--- src/rtl/keypad_pkg.sv ---
// keypad_pkg
// Shared definitions for the 4x4 membrane keypad: key codes (same encoding
// as the scanner's DecodeOut), one-hot column/row constants, the emulator
// FSM state type, a debug struct and the key -> (column,row) map.
// Column/row one-hots use bit3 = C1/R1 ... bit0 = C4/R4, active-high here;
// the active-low pin polarity is applied where the pins are driven.
package keypad_pkg;

  localparam logic [3:0] KEY_0 = 4'h0;
  localparam logic [3:0] KEY_1 = 4'h1;
  localparam logic [3:0] KEY_2 = 4'h2;
  localparam logic [3:0] KEY_3 = 4'h3;
  localparam logic [3:0] KEY_4 = 4'h4;
  localparam logic [3:0] KEY_5 = 4'h5;
  localparam logic [3:0] KEY_6 = 4'h6;
  localparam logic [3:0] KEY_7 = 4'h7;
  localparam logic [3:0] KEY_8 = 4'h8;
  localparam logic [3:0] KEY_9 = 4'h9;
  localparam logic [3:0] KEY_A = 4'hA;
  localparam logic [3:0] KEY_B = 4'hB;
  localparam logic [3:0] KEY_C = 4'hC;
  localparam logic [3:0] KEY_D = 4'hD;
  localparam logic [3:0] KEY_E = 4'hE;
  localparam logic [3:0] KEY_F = 4'hF;

  localparam logic [3:0] COL_C1 = 4'b1000;
  localparam logic [3:0] COL_C2 = 4'b0100;
  localparam logic [3:0] COL_C3 = 4'b0010;
  localparam logic [3:0] COL_C4 = 4'b0001;
  localparam logic [3:0] ROW_R1 = 4'b1000;
  localparam logic [3:0] ROW_R2 = 4'b0100;
  localparam logic [3:0] ROW_R3 = 4'b0010;
  localparam logic [3:0] ROW_R4 = 4'b0001;

  localparam logic [15:0] LFSR_SEED = 16'hACE1;

  typedef enum logic [2:0] {
    ST_IDLE       = 3'd0,
    ST_BOUNCE_IN  = 3'd1,
    ST_HOLD       = 3'd2,
    ST_BOUNCE_OUT = 3'd3,
    ST_GAP        = 3'd4
  } state_e;

  typedef struct packed {
    logic [3:0] col;
    logic [3:0] row;
  } rc_t;

  // Observation bundle: FSM state, latched key and bounce LFSR.
  typedef struct packed {
    state_e      state;
    logic [3:0]  key;
    logic [15:0] lfsr;
  } dbg_t;

  function automatic rc_t key_to_rc(input logic [3:0] key);
    rc_t rc;
    rc = '{col: COL_C1, row: ROW_R1};
    case (key)
      KEY_1: rc = '{col: COL_C1, row: ROW_R1};
      KEY_4: rc = '{col: COL_C1, row: ROW_R2};
      KEY_7: rc = '{col: COL_C1, row: ROW_R3};
      KEY_0: rc = '{col: COL_C1, row: ROW_R4};
      KEY_2: rc = '{col: COL_C2, row: ROW_R1};
      KEY_5: rc = '{col: COL_C2, row: ROW_R2};
      KEY_8: rc = '{col: COL_C2, row: ROW_R3};
      KEY_F: rc = '{col: COL_C2, row: ROW_R4};
      KEY_3: rc = '{col: COL_C3, row: ROW_R1};
      KEY_6: rc = '{col: COL_C3, row: ROW_R2};
      KEY_9: rc = '{col: COL_C3, row: ROW_R3};
      KEY_E: rc = '{col: COL_C3, row: ROW_R4};
      KEY_A: rc = '{col: COL_C4, row: ROW_R1};
      KEY_B: rc = '{col: COL_C4, row: ROW_R2};
      KEY_C: rc = '{col: COL_C4, row: ROW_R3};
      KEY_D: rc = '{col: COL_C4, row: ROW_R4};
      default: rc = '{col: COL_C1, row: ROW_R1};
    endcase
    return rc;
  endfunction

endpackage

--- src/rtl/keypad_emulator_if.sv ---
// keypad_emulator_if
// Key-press command channel into the keypad emulator.
//   cmd_valid : producer has a command on cmd_key/cmd_hold
//   cmd_ready : emulator can take a command (idle)
//   cmd_key   : key code to press
//   cmd_hold  : stable-closed duration in clk cycles (0 behaves as 1)
// Handshake: a command transfers on the rising edge where cmd_valid and
// cmd_ready are both high; until then the producer holds cmd_valid high and
// cmd_key/cmd_hold unchanged, and cmd_ready never depends on cmd_valid.
interface keypad_emulator_if #(
  parameter int HOLD_W = 24
);
  logic              cmd_valid;
  logic              cmd_ready;
  logic [3:0]        cmd_key;
  logic [HOLD_W-1:0] cmd_hold;

  modport master (output cmd_valid, output cmd_key, output cmd_hold, input cmd_ready);
  modport slave  (input cmd_valid, input cmd_key, input cmd_hold, output cmd_ready);
endinterface

--- src/rtl/keypad_emulator_lfsr16.sv ---
// lfsr16
// 16-bit Fibonacci LFSR (taps 16,14,13,11) used to randomise contact bounce.
//   clk, rst : clock, synchronous active-high reset (loads 16'hACE1)
//   en       : advance one step this cycle
//   state    : current register value
module lfsr16
  import keypad_pkg::*;
(
  input  logic        clk,
  input  logic        rst,
  input  logic        en,
  output logic [15:0] state
);
  logic [15:0] r_state;
  logic        w_fb;

  // Right-shifting form: tap n sits at bit (16-n), new bit enters at bit 15.
  assign w_fb = r_state[0] ^ r_state[2] ^ r_state[3] ^ r_state[5];

  always_ff @(posedge clk) begin
    if (rst) begin
      r_state <= LFSR_SEED;
    end else if (en) begin
      r_state <= {w_fb, r_state[15:1]};
    end
  end

  assign state = r_state;
endmodule

--- src/rtl/keypad_emulator.sv ---
// keypad_emulator
// Behaves like one key of a 4x4 switch matrix being pressed on command:
// bounce on make, stable hold, bounce on break, then a released gap.
//   clk, rst       : clock, synchronous active-high reset
//   cmd (slave)    : key-press command channel
//   Col  (in)      : scanner column drive, active-low, bit3 = C1
//   Row  (out)     : row return, active-low, bit3 = R1, 4'b1111 when open
//   busy           : not idle
//   key_down       : contact currently closed (bounce closures included)
//   done           : one-cycle pulse on the last gap cycle
//   o_dbg          : FSM state, latched key, LFSR value
module keypad_emulator
  import keypad_pkg::*;
#(
  parameter int BOUNCE_CYCLES = 5000,
  parameter int BOUNCE_STEP   = 64,
  parameter int GAP_CYCLES    = 1000,
  parameter int HOLD_W        = 24
) (
  input  logic             clk,
  input  logic             rst,
  keypad_emulator_if.slave cmd,
  input  logic [3:0]       Col,
  output logic [3:0]       Row,
  output logic             busy,
  output logic             key_down,
  output logic             done,
  output dbg_t             o_dbg
);
  localparam int BG_MAX = (BOUNCE_CYCLES > GAP_CYCLES) ? BOUNCE_CYCLES : GAP_CYCLES;
  localparam int BG_W   = $clog2(BG_MAX + 1);
  localparam int CNT_W  = (HOLD_W > BG_W) ? HOLD_W : BG_W;
  localparam int STEP_W = (BOUNCE_STEP > 1) ? $clog2(BOUNCE_STEP) : 1;

  // Counter holds "cycles left minus one" so each dwell is exact.
  localparam logic [CNT_W-1:0]  BOUNCE_LOAD = CNT_W'(BOUNCE_CYCLES - 1);
  localparam logic [CNT_W-1:0]  GAP_LOAD    = CNT_W'(GAP_CYCLES - 1);
  localparam logic [STEP_W-1:0] STEP_LAST   = STEP_W'(BOUNCE_STEP - 1);

  state_e            r_state, w_next_state;
  logic [CNT_W-1:0]  r_cnt, w_cnt_next, w_hold_load;
  logic [3:0]        r_key, r_col, r_row;
  logic [HOLD_W-1:0] r_hold;
  logic [STEP_W-1:0] r_step;
  logic [15:0]       w_lfsr;
  logic              w_accept, w_in_bounce, w_lfsr_en;
  rc_t               w_rc;

  assign cmd.cmd_ready = (r_state == ST_IDLE);
  assign w_accept      = cmd.cmd_valid && cmd.cmd_ready;
  assign w_rc          = key_to_rc(cmd.cmd_key);
  assign w_hold_load   = CNT_W'(r_hold - HOLD_W'(1));
  assign w_in_bounce   = (r_state == ST_BOUNCE_IN) || (r_state == ST_BOUNCE_OUT);
  assign w_lfsr_en     = w_in_bounce && (r_step == STEP_LAST);

  always_ff @(posedge clk) begin
    if (rst) begin
      r_state <= ST_IDLE;
      r_cnt   <= '0;
      r_key   <= '0;
      r_col   <= '0;
      r_row   <= '0;
      r_hold  <= '0;
    end else begin
      r_state <= w_next_state;
      r_cnt   <= w_cnt_next;
      if (w_accept) begin
        r_key  <= cmd.cmd_key;
        r_col  <= w_rc.col;
        r_row  <= w_rc.row;
        r_hold <= (cmd.cmd_hold == '0) ? HOLD_W'(1) : cmd.cmd_hold;
      end
    end
  end

  // Bounce step divider; restarts at zero on every entry into a bounce state.
  always_ff @(posedge clk) begin
    if (rst || !w_in_bounce || w_lfsr_en) begin
      r_step <= '0;
    end else begin
      r_step <= r_step + STEP_W'(1);
    end
  end

  lfsr16 u_lfsr (
    .clk   (clk),
    .rst   (rst),
    .en    (w_lfsr_en),
    .state (w_lfsr)
  );

  always_comb begin
    w_next_state = r_state;
    w_cnt_next   = r_cnt;
    busy         = 1'b1;
    key_down     = 1'b0;
    done         = 1'b0;
    case (r_state)
      ST_IDLE: begin
        busy = 1'b0;
        if (w_accept) begin
          w_next_state = ST_BOUNCE_IN;
          w_cnt_next   = BOUNCE_LOAD;
        end
      end
      ST_BOUNCE_IN: begin
        key_down = w_lfsr[0];
        if (r_cnt == '0) begin
          w_next_state = ST_HOLD;
          w_cnt_next   = w_hold_load;
        end else begin
          w_cnt_next = r_cnt - CNT_W'(1);
        end
      end
      ST_HOLD: begin
        key_down = 1'b1;
        if (r_cnt == '0) begin
          w_next_state = ST_BOUNCE_OUT;
          w_cnt_next   = BOUNCE_LOAD;
        end else begin
          w_cnt_next = r_cnt - CNT_W'(1);
        end
      end
      ST_BOUNCE_OUT: begin
        key_down = w_lfsr[0];
        if (r_cnt == '0) begin
          w_next_state = ST_GAP;
          w_cnt_next   = GAP_LOAD;
        end else begin
          w_cnt_next = r_cnt - CNT_W'(1);
        end
      end
      ST_GAP: begin
        if (r_cnt == '0) begin
          done         = 1'b1;
          w_next_state = ST_IDLE;
          w_cnt_next   = '0;
        end else begin
          w_cnt_next = r_cnt - CNT_W'(1);
        end
      end
      default: begin
        busy         = 1'b0;
        w_next_state = ST_IDLE;
        w_cnt_next   = '0;
      end
    endcase
  end

  // Wired-AND switch: any low column that includes ours pulls our row low.
  always_comb begin
    Row = 4'b1111;
    if (key_down && ((r_col & ~Col) != 4'b0000)) begin
      Row = ~r_row;
    end
  end

  assign o_dbg = '{state: r_state, key: r_key, lfsr: w_lfsr};
endmodule

--- src/flat_wrapper.sv ---
// flat-port wrapper written by rule: the top's interface ports become plain ports
module keypad_emulator_flat import keypad_pkg::*;
#(
  parameter int BOUNCE_CYCLES = 5000,
  parameter int BOUNCE_STEP   = 64,
  parameter int GAP_CYCLES    = 1000,
  parameter int HOLD_W        = 24
)
  (clk, rst, Col, Row, busy, key_down, done, o_dbg, cmd_cmd_valid, cmd_cmd_key, cmd_cmd_hold, cmd_cmd_ready);
  keypad_emulator_if #(.HOLD_W(HOLD_W)) cmd_i ();
  input  logic clk;
  input  logic rst;
  input  logic [3:0] Col;
  output logic [3:0] Row;
  output logic busy;
  output logic key_down;
  output logic done;
  output dbg_t o_dbg;
  input wire logic [$bits(cmd_i.cmd_valid)-1:0] cmd_cmd_valid;
  input wire logic [$bits(cmd_i.cmd_key)-1:0] cmd_cmd_key;
  input wire logic [$bits(cmd_i.cmd_hold)-1:0] cmd_cmd_hold;
  output wire logic [$bits(cmd_i.cmd_ready)-1:0] cmd_cmd_ready;
  assign cmd_i.cmd_valid = cmd_cmd_valid;
  assign cmd_i.cmd_key = cmd_cmd_key;
  assign cmd_i.cmd_hold = cmd_cmd_hold;
  assign cmd_cmd_ready = cmd_i.cmd_ready;
  keypad_emulator #(.BOUNCE_CYCLES(BOUNCE_CYCLES), .BOUNCE_STEP(BOUNCE_STEP), .GAP_CYCLES(GAP_CYCLES), .HOLD_W(HOLD_W)) u_core (.clk(clk), .rst(rst), .cmd(cmd_i), .Col(Col), .Row(Row), .busy(busy), .key_down(key_down), .done(done), .o_dbg(o_dbg));
endmodule
--- config.mk ---
export PLATFORM = sky130hd
export DESIGN_NAME = keypad_emulator_flat
export DESIGN_NICKNAME = d
export VERILOG_FILES = /design/src/rtl/keypad_pkg.sv /design/src/rtl/keypad_emulator_if.sv /design/src/rtl/keypad_emulator_lfsr16.sv /design/src/rtl/keypad_emulator.sv /design/src/flat_wrapper.sv
export SDC_FILE = /design/constraint.sdc
export NUM_CORES = 1
export LEC_CHECK = 0
export ABC_CLOCK_PERIOD_IN_PS = 5900
export CORE_MARGIN = 2
export CORE_UTILIZATION = 35
export CTS_BUF_LIST = sky130_fd_sc_hd__clkbuf_8
export DETAILED_ROUTE_END_ITERATION = 10
export GPL_ROUTABILITY_DRIVEN = 0
export HOLD_SLACK_MARGIN = 0.02
export REMOVE_ABC_BUFFERS = 1
export SETUP_SLACK_MARGIN = 0.4
export SYNTH_ARGS = -nofsm -noshare
export SYNTH_HDL_FRONTEND = slang
export SYNTH_SLANG_ARGS = --single-unit
--- constraint.sdc ---
create_clock -name clk -period 5.9 [get_ports clk]
set_clock_uncertainty 0.1 [all_clocks]
set_input_delay 1.18 -clock clk [delete_from_list [all_inputs] [get_ports clk]]
set_output_delay 1.18 -clock clk [all_outputs]
set_load 0.05 [all_outputs]
==> summary.md, run 1 <==
| Metric | Value |
|---|---|
| I/O Buffers | `65` |
| VDD IR max | `0.0001368 V` |
| Global-route wire length before repair | `about 21000 um` |
| Tightest Pin Transition | `1066 ps` |
| Final setup violation count | `0` |
| TritonCTS clock tree | `done` |
| Power Dens Cells | `351.9 mW/mm^2` |
| Ys flop type | `dfxtp_1` |
| Mapped Cells | `622` |
| Antenna Violating Nets Remaining | `0` |
| Detailed Place HPWL | `9437 um` |
| Layout cell share with drive strength beyond 1 | `6.370%` |
| Sequential share of the synthesized area | `between 30% and 40%` |
| Core Rows | `42` |
| Worst Hold Margin | `between 300 and 400 ps` |
| Worst setup EP type | `primary output` |
| Max-Cap Viols | `0` |
| CTS Buf Count | `9` |
| Post-synth EDFFs | `0` |
| Pins Over Slew Limit | `0` |
| Synthesized flop and latch total | `85` |
| Routed WL per cell | `15.34 um` |
| Clock latency on the worst-skew pair | `370 ps` |
| Status | `completed` |
| Commonest non-fill, non-tap cell in the layout | `nand2_1` |
| Distinct cells, synth | `69` |
| Worst Hold Class | `reg -> reg` |
| Synth warn | `0` |
| GRT Residual Overflow | `0` |
| Storage element area | `0.001702 mm^2` |
| # H-tree levels | `3` |
| Period utilisation layout | `72.82%` |
| TritonCTS Sinks | `85` |
| Int Pwr | `1.178 mW` |
| Pin count of the biggest net entering global routing | `64` |
| Reg clk slew, reported paths | `90 ps` |
| Crit path max fanout | `14` |
| CP Class | `reg -> out` |
| Utilization after layout | `a little over two fifths` |
| Average size of a mapped cell | `7.511 um^2` |
| DIE AREA | `between 0.01 and 0.015 mm^2` |
| CP startpoint kind | `flop` |
| Max Freq | `232.8 MHz` |
| Leak Pwr | `2.051 nW` |
| Combinational power share | `between 30% and 40%` |
| RSZ-0062 raised after global routing | `no` |
| Setup TNS | `0 ps` |
| Fillers | `1399` |
| # nets final | `713` |
| Number of global-route vias before repair | `4335` |
| Sw power | `around 810 uW` |
| Root buffer cell | `clkbuf_8` |
| Total Wirelength | `13050 um` |
| DRC viols | `0` |
| GRT Total Usage | `18.24%` |
| Die Ht | `119.5 um` |
| Antenna cells | `0` |
| Sequential power share | `36.2%` |
| DRT Pass-1 Iters | `5` |
| Post-CTS resize count | `0` |
| P&R area growth vs syn | `21.10%` |
| DR vias | `4577` |
| Crit path time final | `4296 ps` |
| R2R cell count | `8` |
| Clock power share | `24.2%` |
| CP arrival | `approximately 3000 ps` |
| Die Wd | `around 120 um` |
| Multi-input gate area | `0.002749 mm^2` |
| CORE AREA | `0.01314 mm^2` |
| Initial drt markers | `238` |
| Initial antenna violation count | `0` |
| Critical path data required time | `4620 ps` |
| Drt via density | `around 5.4` |
| Ports | `66` |
| Net Sw Frac | `40.85%` |
| Hold Path Cell Cnt | `2` |
| Worst slew margin | `between 20% and 30%` |
| Commonest non-fill, non-tap cells in the layout | `nand2_1, dfxtp_1, a21oi_1` |
| Mapped Area | `0.004672 mm^2` |
| Starting density of the core | `35.56%` |
| Max clock buf depth | `2` |
| Hold Vio Cnt, Final | `0` |
| Ys async rst share | `0%` |
| Hold Buf Count CTS | `0` |
| Post-CTS Setup Inserts | `0` |
[stage by stage]
| step | instance area, um^2 | setup WS [ps] | power, mW | cells |
|---|---|---|---|---|
| final | 5658 | 1604 | 1.991 | 851 |
| after detailed placement | 5429 | 1597 | 1.505 | 835 |
| after CTS | 5658 | 1584 | 1.987 | 851 |
| after global placement | 5429 | 1583 | 1.489 | 835 |
| after global routing | 5658 | 1446 | 2.105 | 851 |
| after floorplan | 4518 | 2219 | 1.267 | 588 |
[synthesized netlist by cell type, types with 2 or more instances]
| cell type | instances | share of area [%] |
|---|---|---|
| a211oi_1 | 6 | 0.96 |
| a21oi_1 | 70 | 7.5 |
| a221oi_1 | 2 | 0.38 |
| a22oi_1 | 4 | 0.64 |
| a31o_2 | 2 | 0.38 |
| a31oi_1 | 8 | 1.1 |
| and2_0 | 2 | 0.27 |
| and2_1 | 4 | 0.54 |
| and4_1 | 4 | 0.75 |
| buf_2 | 4 | 0.43 |
| clkbuf_1 | 26 | 2.1 |
| dfxtp_1 | 85 | 36 |
| ha_1 | 8 | 2.1 |
| inv_1 | 15 | 1.2 |
| inv_2 | 3 | 0.24 |
| mux2i_1 | 4 | 0.86 |
| nand2_1 | 137 | 11 |
| nand2b_1 | 2 | 0.27 |
| nand3_1 | 20 | 2.1 |
| nand4_1 | 5 | 0.67 |
| nor2_1 | 48 | 3.9 |
| nor2b_1 | 2 | 0.27 |
| nor3_1 | 26 | 2.8 |
| nor3_2 | 2 | 0.43 |
| nor4_1 | 15 | 2.0 |
| nor4_2 | 2 | 0.54 |
| o2111ai_1 | 2 | 0.38 |
| o211ai_1 | 6 | 0.96 |
| o21ai_0 | 17 | 1.8 |
| o21bai_1 | 2 | 0.32 |
| o221ai_1 | 3 | 0.56 |
| o22ai_1 | 4 | 0.54 |
| o31ai_1 | 2 | 0.32 |
| o41ai_1 | 4 | 0.75 |
| or3_1 | 3 | 0.40 |
| or3_4 | 2 | 0.48 |
| or4_1 | 6 | 0.96 |
| xnor2_1 | 22 | 4.1 |
| xor2_1 | 13 | 2.4 |
[power by group through the flow]
stage	combinational, mW	clock [mW]	sequential [mW]
after CTS	0.778	0.491	0.718
after global routing	0.860	0.516	0.729
after global placement	0.764	0	0.725
final	0.790	0.481	0.720
after detailed placement	0.773	0	0.732
after floorplan	0.543	0	0.724
[final timing paths]
kind | slack, ps | start | end
min reg2reg | 360 | u_core.r_key[0] | u_core.r_key[0]
max | 1600 | u_core.r_state[0] | busy
max reg2reg | 2720 | u_core.r_state[0] | u_core.r_cnt[21]
min | 360 | u_core.r_key[0] | u_core.r_key[0]
[area by class of cell]
type | instances | share of cell area, %
Multi-Input combinational cell | 485 | 48.58
Tap cell | 176 | 3.892
Clock inverter | 7 | 1.858
Sequential cell | 85 | 30.08
Timing Repair Buffer | 71 | 12.21
Inverter | 18 | 1.194
Clock buffer | 9 | 2.189
[flip-flops by register name, summed over array words and instances (netlist names)]
name                 count
u_core.r_col             4
u_core.r_row             4
u_core.r_cnt            24
u_core.r_key             4
u_core.r_hold           24
u_core.u_lfsr.state     16
u_core.r_step            6
u_core.r_state           3
[critical path: stages, from the launching register on]
cell             delay [ps]
dfxtp_1                 690
nor2_1                  300
nand2_4                 210
inv_2                    70
or2_1                   390
inv_2                   170
clkdlybuf4s50_1         810
[routing by layer]
layer  track usage [%]  wire length [um]  share of wire (%)
met1             24.52              6029                 46
met5                 0                 0                  0
met2             29.82              6037                 46
met4             6.250               225                1.7
met3             2.852               759                5.8
[cells by family after synthesis]
| family | Yosys count | share of synthesized area [%] |
|---|---|---|
| buf+inv | 52 | 4.740 |
| simple gates | 291 | 29.38 |
| mux | 6 | 1.580 |
| compound gates | 144 | 18.96 |
| xor+xnor | 35 | 6.561 |
| fa+ha+maj | 9 | 2.357 |
| flops | 85 | 36.42 |
No activity file was read; power rests on OpenSTA's default activity.
==> run 2: changes to the inputs <==
Settings changed: ABC_CLOCK_PERIOD_IN_PS 5900 to 4300.
Clock period 5.9 ns to 4.3 ns, I/O delays scaled along.
==> run 2 against run 1 <==
  * Count of clock-buffer cells in the layout stayed put
  * First-iteration DRC count is 0.42% higher
  * Register-to-register slack worse by 1300 ps
  * Die area stayed put
  * Hold slack worse by 5.2 ps
  * Critical path depth stayed put
  * Sequential share of layout area hardly changed
  * Final cell count is 0.12% higher
  * Critical path type unchanged
  * Highest routed layer unchanged
==> summary.md, run 2 (synthesis results as in run 1) <==
| Metric | Value |
|---|---|
| Status | `completed (unchanged)` |
| R2R cell count | `6 (was 8)` |
| Worst slew margin | `20.98% (was 28.41%)` |
| Metal2 WL | `5861 um (was 6037 um)` |
| Root buffer cell | `clkbuf_8 (unchanged)` |
| Tightest Pin Transition | `1176 ps (was 1066 ps)` |
| # H-tree levels | `3 (unchanged)` |
| Worst Hold Margin | `355.2 ps (was 360.4 ps)` |
| Pins Over Slew Limit | `0 (unchanged)` |
| Initial drt markers | `239 (was 238)` |
| Die Ht | `119.5 um (unchanged)` |
| Utilization after layout | `43.11% (was 43.07%)` |
| Initial antenna violation count | `0 (unchanged)` |
| Detailed Place HPWL | `9491 um (was 9437 um)` |
| Hold Vio Cnt, Final | `0 (unchanged)` |
| Reg clk slew, reported paths | `90 ps (about the same)` |
| Uppermost layer routed | `met4 (unchanged)` |
| Reg2reg start | `u_core.r_cnt[4] (was u_core.r_state[0])` |
| Met3 wire length | `877 um (was 759 um)` |
| CP Class | `reg -> out (unchanged)` |
| Period utilisation layout | `slightly below 90%` |
| Drt via density | `5.458 (was 5.378)` |
| Commonest non-fill, non-tap cell in the layout | `nand2_1 (unchanged)` |
| Leak Pwr | `2.068 nW (was 2.051 nW)` |
| Final instance area | `0.005664 mm^2 (was 0.005658 mm^2)` |
| Layout Cells excl Fill | `852 (was 851)` |
| Setup TNS | `0 ps (unchanged)` |
| Global-route wire length before repair | `21170 um (was 21320 um)` |
| Fillers | `1377 (was 1399)` |
| TritonCTS clock tree | `done (unchanged)` |
| Core Rows | `42 (unchanged)` |
| Antenna cells | `0 (unchanged)` |
| Number of global-route vias before repair | `4219 (was 4335)` |
| DRT Pass-1 Iters | `5 (unchanged)` |
| Routed WL per cell | `15.25 um (was 15.34 um)` |
| Power Dens Cells | `478.1 mW/mm^2 (was 351.9 mW/mm^2)` |
| DRC viols | `0 (unchanged)` |
| P&R area growth vs syn | `21.24% (was 21.10%)` |
| Max clock buf depth | `2 (unchanged)` |
| Critical Path End | `busy (unchanged)` |
| Max-Cap Viols | `0 (unchanged)` |
| Pin count of the biggest net entering global routing | `64 (unchanged)` |
| Setup slack, reg-to-reg | `1390 ps (was 2720 ps)` |
| Ports | `66 (unchanged)` |
| Layout cell share with drive strength beyond 1 | `6.805% (was 6.370%)` |
| GRT Total Usage | `18.32% (was 18.24%)` |
| DR vias | `4650 (was 4577)` |
| CTS Buf Count | `9 (unchanged)` |
| Placed insts | `836 (was 835)` |
| Worst Hold Class | `reg -> reg (unchanged)` |
| CP arrival | `2760 ps (was 3020 ps)` |
| Crit path max fanout | `13 (was 14)` |
| R2r endpoint | `u_core.r_cnt[10] (was u_core.r_cnt[21])` |
| Final setup violation count | `0 (unchanged)` |
| CORE AREA | `0.01314 mm^2 (unchanged)` |
| Dpl cell area | `0.005436 mm^2 (was 0.005429 mm^2)` |
| Crit path launch | `u_core.r_state[1] (was u_core.r_state[0])` |
| I/O Buffers | `65 (unchanged)` |
| Die Wd | `119.5 um (unchanged)` |
| Antenna Violating Nets Remaining | `0 (unchanged)` |
| CP startpoint kind | `flop (unchanged)` |
| Critical path data required time | `3340 ps (was 4620 ps)` |
| Worst setup EP type | `primary output (unchanged)` |
| Hold Buf Count CTS | `0 (unchanged)` |
| Commonest non-fill, non-tap cells in the layout | `nand2_1, dfxtp_1, a21oi_1 (unchanged)` |
| Crit path time final | `3716 ps` |
| GRT Residual Overflow | `0 (unchanged)` |
| VDD IR max | `0.0001865 V (was 0.0001368 V)` |
| Metal-1 WL | `5957 um (was 6029 um)` |
| RSZ-0062 raised after global routing | `no (unchanged)` |
| Max Freq | `269.1 MHz` |
| TritonCTS Sinks | `85 (unchanged)` |
| Starting density of the core | `35.56% (unchanged)` |
| # nets final | `714 (was 713)` |
| Clock latency on the worst-skew pair | `370 ps (about the same)` |
| DIE AREA | `0.01429 mm^2 (unchanged)` |
| Total Wirelength | `13000 um (was 13050 um)` |
## run 2: cell count changes in the layout (fill, tap and decap cells not counted)
| cell | previous run | this run |
|---|---|---|
| buf_4 | 6 | 7 |
| clkdlybuf4s50_1 | 64 | 63 |
| clkinv_2 | 0 | 1 |
| clkinvlp_4 | 1 | 2 |
| dfxtp_1 | 85 | 84 |
| dfxtp_2 | 0 | 1 |
| dlymetal6s2s_1 | 0 | 1 |
| inv_6 | 2 | 1 |
| inv_8 | 1 | 0 |
| nor2_1 | 48 | 47 |
| nor2_2 | 0 | 1 |
## run 2: power by group
group | internal, mW | switching (mW) | total [mW]
clock | 0.329 | 0.311 | 0.640
combinational | 0.410 | 0.671 | 1.08
sequential | 0.872 | 0.115 | 0.987
total | 1.61 | 1.10 | 2.71
## run 2: through the flow
| stage | setup slack, ps | total power, mW |
|---|---|---|
| after global placement | 579.8 | 2.052 |
| after global routing | 432.5 | 2.879 |
| after CTS | 430.5 | 2.699 |
| after floorplan | 939.4 | 1.739 |
| after detailed placement | 598.5 | 2.060 |
| final | 583.9 | 2.708 |
## run 2: timing repair
action,4_1_cts,5_1_grt
buffers inserted,0,0
gates resized for setup,0,3
endpoints found under the setup margin,0,2
## run 2: area by class of cell
type                            instances  area, um^2  area share, %
Multi-Input combinational cell        485        2751          48.58
Inverter                               18       67.56          1.193
Clock buffer                            9       123.9          2.187
Tap cell                              176       220.2          3.888
Sequential cell                        85        1703          30.06
Timing Repair Buffer                   72       700.7          12.37
Clock inverter                          7       97.59          1.723
## run 2: worst min path at each step
| stage | slack (ps) | end | from | depth (start not counted) |
|---|---|---|---|---|
| after floorplan | 320 | u_core.r_step[0] | u_core.r_step[0] | 1 |
| after global placement | 330 | u_core.r_step[0] | u_core.r_step[0] | 1 |
| after detailed placement | 350 | u_core.r_col[0] | u_core.r_col[0] | 2 |
| after CTS | 360 | u_core.r_col[0] | u_core.r_col[0] | 2 |
| after global routing | 390 | u_core.r_col[1] | u_core.r_col[1] | 2 |
| final | 360 | u_core.r_col[0] | u_core.r_col[0] | 2 |
## run 2: worst max-delay path: stages (launching register included)
cell             delay [ps]
dfxtp_1                 610
nor2_2                  180
nand2_4                 170
inv_2                    70
or2_1                   370
inv_2                   170
clkdlybuf4s50_1         810
## run 2: routing by layer
layer,up-vias,GRT usage (%)
met5,-,0
met4,0,7.426
met3,29,3.660
met2,171,27.71
met1,2152,25.54
li1,2298,-
